$ cat src/rtl/lcd_msg_pkg.sv
// Shared constants, state encoding and message ROM for the LCD message composer.
// The ROM is a pure function so that the composer reads it combinationally with no storage.
package lcd_msg_pkg;

   localparam int NUM_MSGS      = 8;
   localparam int MSG_W         = $clog2(NUM_MSGS);
   localparam int ADDR_W        = 5;
   localparam int BUF_DEPTH     = 32;
   localparam int TIME_BASE_DEF = 27;

   localparam logic [7:0] SPACE = 8'h20;
   localparam logic [7:0] COLON = 8'h3A;
   localparam logic [7:0] QMARK = 8'h3F;
   localparam logic [7:0] ZERO  = 8'h30;

   typedef enum logic [1:0] {
      ST_INIT   = 2'd0,
      ST_IDLE   = 2'd1,
      ST_COPY   = 2'd2,
      ST_DIGITS = 2'd3
   } state_t;

   function automatic logic msg_timed(input logic [MSG_W-1:0] idx);
      return idx == MSG_W'(1);
   endfunction

   // Only row 1 holds text; row 2 is blank so the timer field starts from spaces.
   function automatic logic [7:0] msg_char(input logic [MSG_W-1:0] idx,
                                           input logic [ADDR_W-1:0] pos);
      logic [127:0] row;
      case (idx)
         3'd0:    row = {"ENTER CODE", {6{SPACE}}};
         3'd1:    row = {"LOCKED", {10{SPACE}}};
         3'd2:    row = {"OPEN", {12{SPACE}}};
         3'd3:    row = {"WRONG CODE", {6{SPACE}}};
         3'd4:    row = {"SET NEW CODE", {4{SPACE}}};
         default: row = {16{SPACE}};
      endcase
      if (pos[4]) return SPACE;
      return row[{4'd15 - pos[3:0], 3'b000} +: 8];
   endfunction

   function automatic logic [7:0] bcd_char(input logic [3:0] nib);
      return (nib > 4'd9) ? QMARK : ZERO + {4'h0, nib};
   endfunction

endpackage

$ cat src/rtl/lcd_char_buffer.sv
// 32x8 display character store: one synchronous write port, one asynchronous read port.
module lcd_char_buffer
   import lcd_msg_pkg::*;
(
   input  logic              clk,
   input  logic              we,
   input  logic [ADDR_W-1:0] waddr,
   input  logic [7:0]        wdata,
   input  logic [ADDR_W-1:0] raddr,
   output logic [7:0]        rdata
);

   logic [7:0] mem_q [BUF_DEPTH];

   always_ff @(posedge clk) begin
      if (we) mem_q[waddr] <= wdata;
   end

   assign rdata = mem_q[raddr];

endmodule

$ cat src/rtl/lcd_msg_composer.sv
// Fills the LCD character buffer from the message ROM and overlays an MM:SS timer
// field on timed messages; the LCD controller reads the buffer combinationally.
module lcd_msg_composer
   import lcd_msg_pkg::*;
#(
   parameter int         TIME_BASE = TIME_BASE_DEF,
   parameter logic [7:0] FILL_CHAR = SPACE
) (
   input  logic             clk,
   input  logic             rst_n,
   input  logic [MSG_W-1:0] msg_sel,
   input  logic             msg_load,
   input  logic [15:0]      digits,
   input  logic             digits_valid,
   input  logic [4:0]       rd_addr,
   output logic [7:0]       rd_data,
   output logic             busy,
   output logic             load_done
);

   localparam logic [ADDR_W-1:0] TB_ADDR  = ADDR_W'(TIME_BASE);
   localparam logic [ADDR_W-1:0] LAST_POS = ADDR_W'(BUF_DEPTH - 1);
   localparam logic [ADDR_W-1:0] LAST_DIG = ADDR_W'(4);

   state_t            state_q, state_d;
   logic [ADDR_W-1:0] addr_q, addr_d;
   logic [MSG_W-1:0]  msg_q, msg_d;
   logic              timed_q, timed_d;
   logic [15:0]       digits_q, digits_d;
   logic              pend_copy_q, pend_copy_d;
   logic              pend_dig_q, pend_dig_d;
   logic              from_copy_q, from_copy_d;
   logic              load_done_q, load_done_d;

   logic              we;
   logic [ADDR_W-1:0] waddr;
   logic [7:0]        wdata;
   logic              leave;

   always_comb begin
      state_d     = state_q;
      addr_d      = addr_q;
      msg_d       = msg_q;
      timed_d     = timed_q;
      digits_d    = digits_q;
      pend_copy_d = pend_copy_q;
      pend_dig_d  = pend_dig_q;
      from_copy_d = from_copy_q;
      load_done_d = 1'b0;
      we          = 1'b0;
      waddr       = addr_q;
      wdata       = FILL_CHAR;
      leave       = 1'b0;

      // Requests are always latched; the state decides whether they act now or wait.
      if (msg_load) begin
         msg_d   = msg_sel;
         timed_d = msg_timed(msg_sel);
      end
      if (digits_valid) digits_d = digits;

      case (state_q)
         ST_INIT: begin
            we = 1'b1;
            if (msg_load)     pend_copy_d = 1'b1;
            if (digits_valid) pend_dig_d  = 1'b1;
            addr_d = addr_q + 1'b1;
            if (addr_q == LAST_POS) leave = 1'b1;
         end
         ST_IDLE: begin
            addr_d = '0;
            if (msg_load) begin
               state_d = ST_COPY;
            end else if (digits_valid && timed_q) begin
               state_d     = ST_DIGITS;
               from_copy_d = 1'b0;
            end
         end
         ST_COPY: begin
            we     = 1'b1;
            wdata  = msg_char(msg_q, addr_q);
            addr_d = addr_q + 1'b1;
            if (msg_load) begin
               addr_d = '0;
            end else if (addr_q == LAST_POS) begin
               addr_d     = '0;
               pend_dig_d = 1'b0;
               if (timed_q) begin
                  state_d     = ST_DIGITS;
                  from_copy_d = 1'b1;
               end else begin
                  state_d     = ST_IDLE;
                  load_done_d = 1'b1;
               end
            end
         end
         ST_DIGITS: begin
            we    = 1'b1;
            waddr = TB_ADDR + addr_q;
            case (addr_q)
               5'd0:    wdata = bcd_char(digits_q[15:12]);
               5'd1:    wdata = bcd_char(digits_q[11:8]);
               5'd2:    wdata = COLON;
               5'd3:    wdata = bcd_char(digits_q[7:4]);
               default: wdata = bcd_char(digits_q[3:0]);
            endcase
            if (msg_load)     pend_copy_d = 1'b1;
            if (digits_valid) pend_dig_d  = 1'b1;
            addr_d = addr_q + 1'b1;
            if (addr_q == LAST_DIG) begin
               load_done_d = from_copy_q;
               leave       = 1'b1;
            end
         end
         default: state_d = ST_INIT;
      endcase

      // Pending copy wins over pending digits when an operation finishes.
      if (leave) begin
         addr_d = '0;
         if (pend_copy_d) begin
            state_d     = ST_COPY;
            pend_copy_d = 1'b0;
            pend_dig_d  = 1'b0;
         end else if (pend_dig_d && timed_d) begin
            state_d     = ST_DIGITS;
            from_copy_d = 1'b0;
            pend_dig_d  = 1'b0;
         end else begin
            state_d    = ST_IDLE;
            pend_dig_d = 1'b0;
         end
      end
   end

   always_ff @(posedge clk) begin
      if (!rst_n) begin
         state_q     <= ST_INIT;
         addr_q      <= '0;
         msg_q       <= '0;
         timed_q     <= 1'b0;
         digits_q    <= 16'h0000;
         pend_copy_q <= 1'b0;
         pend_dig_q  <= 1'b0;
         from_copy_q <= 1'b0;
         load_done_q <= 1'b0;
      end else begin
         state_q     <= state_d;
         addr_q      <= addr_d;
         msg_q       <= msg_d;
         timed_q     <= timed_d;
         digits_q    <= digits_d;
         pend_copy_q <= pend_copy_d;
         pend_dig_q  <= pend_dig_d;
         from_copy_q <= from_copy_d;
         load_done_q <= load_done_d;
      end
   end

   assign busy      = (state_q != ST_IDLE);
   assign load_done = load_done_q;

   lcd_char_buffer u_buf (
      .clk   (clk),
      .we    (we),
      .waddr (waddr),
      .wdata (wdata),
      .raddr (rd_addr),
      .rdata (rd_data)
   );

endmodule

$ cat config.mk
export PLATFORM = sky130hd
export DESIGN_NAME = lcd_msg_composer
export DESIGN_NICKNAME = d
export VERILOG_FILES = /design/src/rtl/lcd_msg_pkg.sv /design/src/rtl/lcd_char_buffer.sv /design/src/rtl/lcd_msg_composer.sv
export SDC_FILE = /design/constraint.sdc
export NUM_CORES = 1
export LEC_CHECK = 0
export CORE_MARGIN = 4
export CORE_UTILIZATION = 45
export DETAILED_ROUTE_END_ITERATION = 10
export PLACE_DENSITY = 0.61
export SYNTH_ARGS = -nofsm -noshare
export SYNTH_HDL_FRONTEND = slang
export SYNTH_SLANG_ARGS = --single-unit
export TNS_END_PERCENT = 10
$ cat constraint.sdc
create_clock -name clk -period 4.8 [get_ports clk]
set_clock_uncertainty 0.15 [all_clocks]
set_input_delay 1.2 -clock clk [delete_from_list [all_inputs] [get_ports clk]]
set_output_delay 1.2 -clock clk [all_outputs]
set_load 0.02 [all_outputs]
==> run summary <==
Status -> finished, final reports clean
Worst hold path class -> flip-flop to flip-flop
WHS -> 0.339 ns
Dpl hpwl -> 15900 um
RSZ-0062 raised after global routing -> no
Layout cells sized above 1 -> 0.193
Leakage -> 0.00418 uW
Final instance area -> 12700 sq um
Nets -> 760
Synth cell types -> 62
PwrDens -> 488 nW/um^2
Vias in the first global route -> 6302
RePlAce Congestion -> 0.842
Clock slew at reported path FFs -> 0.06 ns
Global-route wire length before repair -> 36900 um
Detail Route Antenna Nets -> 0
CTS Sinks -> 255
Root Driver -> clkbuf_16
Final setup margin -> 0.196 ns
Initial Utilization -> 0.457
Area growth, synth to finish -> 14.8%
Max-cap violations -> 0
Minimum clock period -> 4.60 ns
Final setup vio count -> 0
Insertion delay to the later sink of the worst-skew pair -> 0.52 ns
DR iter-0 viols -> 560
Peak supply drop -> 260 uV
Worst setup path category -> input pin to primary output
Final wirelength -> 23800 um
Period utilization -> 0.959
Fin cells -> 1061
Syn nets -> 719
Drt wl/cell -> 22.4 um
Overflow after GRT -> 0
Placement Setup Slack -> -0.0226 ns
Largest net degree at the start of global routing -> 34
Number of cell rows -> 57
Die height -> 165 um
Syn Area/Cell -> 16.3 sq um
Post-synth EDFFs -> 224
Remaining DRCs -> 0
CTS tree -> yes
Pre-antenna DRT Iters -> 5
Placed Area -> 11900 sq um
R2R depth -> 7
Worst path arrival time -> 3.25 ns
Crit end category -> primary output
CTS H-tree lvls -> 1
Vias/cell -> 5.80
Core box area -> 24200 sq um
Max FO, Critical Path -> 21
Longest Clk Path Bufs -> 3
Number of buffers created by CTS -> 27
Top cell type's share of synthesized area -> 0.607
Synth Flop Type -> edfxtp_1
Ys async rst share -> 0
Slew Viols, Final -> 0
Worst EP required -> 3.45 ns
Vias -> 6149
Worst-Margin Slew -> 1.30 ns
Dominant cells by area after synthesis -> edfxtp_1 (61%), mux4_2 (14%), dfxtp_1 (5.6%), nor2_1 (2.0%), mux2i_1 (1.9%)
Io pins -> 38
DIE AREA -> 27200 sq um
Die width -> 165 um
Yosys warns -> 0
Slew margin rel. -> 0.134
Critical path launch point type -> input pin
#FFs+latches synth -> 255
Most common cell after layout, fill and taps aside -> edfxtp_1
Yosys top cell by area -> edfxtp_1
Fin util -> 0.525
Hold Path Stages -> 2
Mapped Cells -> 681
Most frequent cells in the layout -> edfxtp_1 (224), mux4_2 (70), nor2_1 (60), dfxtp_1 (31)
Placed insts -> 1017
Ant diodes -> 0
Initial antenna violation count -> 0
Post-synthesis sequential area ratio -> 0.663
# port buffers -> 36
Netlist Area Pre-Place -> 11100 sq um
Reg2Reg Setup Slack -> 0.99 ns
Final Hold Viols -> 0
Max Fclk -> 0.217 GHz
GRT Total Usage -> 0.177
==> path summary, 6_finish.rpt <==
check | to | start
max | rd_data[5] | rd_addr[0]
min | pend_copy_q | pend_copy_q
max reg2reg | u_buf.mem_q[19][1] | addr_q[1]
min reg2reg | pend_copy_q | pend_copy_q
==> cells by family (layout without fill, tap and decap cells) <==
logic type      Yosys count  count (layout)  synth area share
buf+inv                  55             111            0.0226
simple gates            150             150            0.0674
other cells               1               1          0.000338
mux                      98              98             0.168
fa+ha+maj                11              11            0.0122
compound gates          105             105            0.0613
xor+xnor                  6               6           0.00474
flops                   255             255             0.663
==> through the flow <==
stage               setup TNS [ns]  power [uW]
floorplan                        0        3740
global placement           -0.0400        4210
detailed placement         -0.0675        4260
CTS                              0        6240
global route                     0        6480
finish                           0        6200
==> power breakdown <==
group	leakage [uW]	internal [uW]	switching, uW
registers	0.00231	2800	84.6
logic	0.00146	433	895
clock network	0.000404	1180	811
total	0.00418	4410	1790
==> what timing repair did <==
action,in CTS,in global routing
gates cloned,0,0
hold buffers,0,0
gates resized for setup,6,1
setup endpoints to repair,6,1
setup buffers,0,0
==> state kept, by name, summed over array words and instances (netlist names), 2 cells and up <==
signal	cells
u_buf.mem_q	224
digits_q	16
addr_q	5
msg_q	3
state_q	2
==> worst max-delay path, cell delays in order <==
cell and delay [ns]:
buf_4 0.14, buf_12 0.21, mux4_2 0.54, mux4_2 0.50, mux2_2 0.30, dlygate4sd2_1 0.33
==> routing by layer <==
layer | global-route usage | wire, um
met5 | 0 | 0
met4 | 0.0348 | 362
met3 | 0.0302 | 1440
met2 | 0.293 | 11500
met1 | 0.252 | 10500
==> final cells by class <==
| cell class | count | area [sq um] |
|---|---|---|
| fill | 1974 | 11500 |
| clock buffer | 30 | 687 |
| inverter | 14 | 52.6 |
| clock inverter | 14 | 156 |
| sequential | 255 | 7350 |
| timing repair buffer | 53 | 551 |
| multi-input combinational | 371 | 3520 |
| tap | 324 | 405 |
==> cells in the mapped netlist, types with 2 or more instances <==
library cell and number:
buf_1 4, o211ai_1 4, and2_1 2, o32ai_1 2, nor4_1 4, a21oi_1 26, o22ai_1 5, buf_2 2
or4_1 2, mux4_2 70, o21a_1 6, nor3b_1 4, nor3_1 5, a31oi_1 2, a211oi_1 6, a32o_1 2
buf_6 5, o31ai_1 3, and3b_1 2, clkbuf_1 29, nand4_1 2, nand2_1 25, o21ai_0 23, nand2b_1 5
dfxtp_1 31, xnor2_1 6, and3_1 2, mux2_2 7, nor2b_1 26, mux2i_1 21, ha_1 10, a22oi_1 7
o311ai_0 2, o21ai_1 2, a21o_1 4, edfxtp_1 224, inv_1 13, or3_1 2, nor2_1 60, or2_2 2
(Power assumes the default switching activity.)
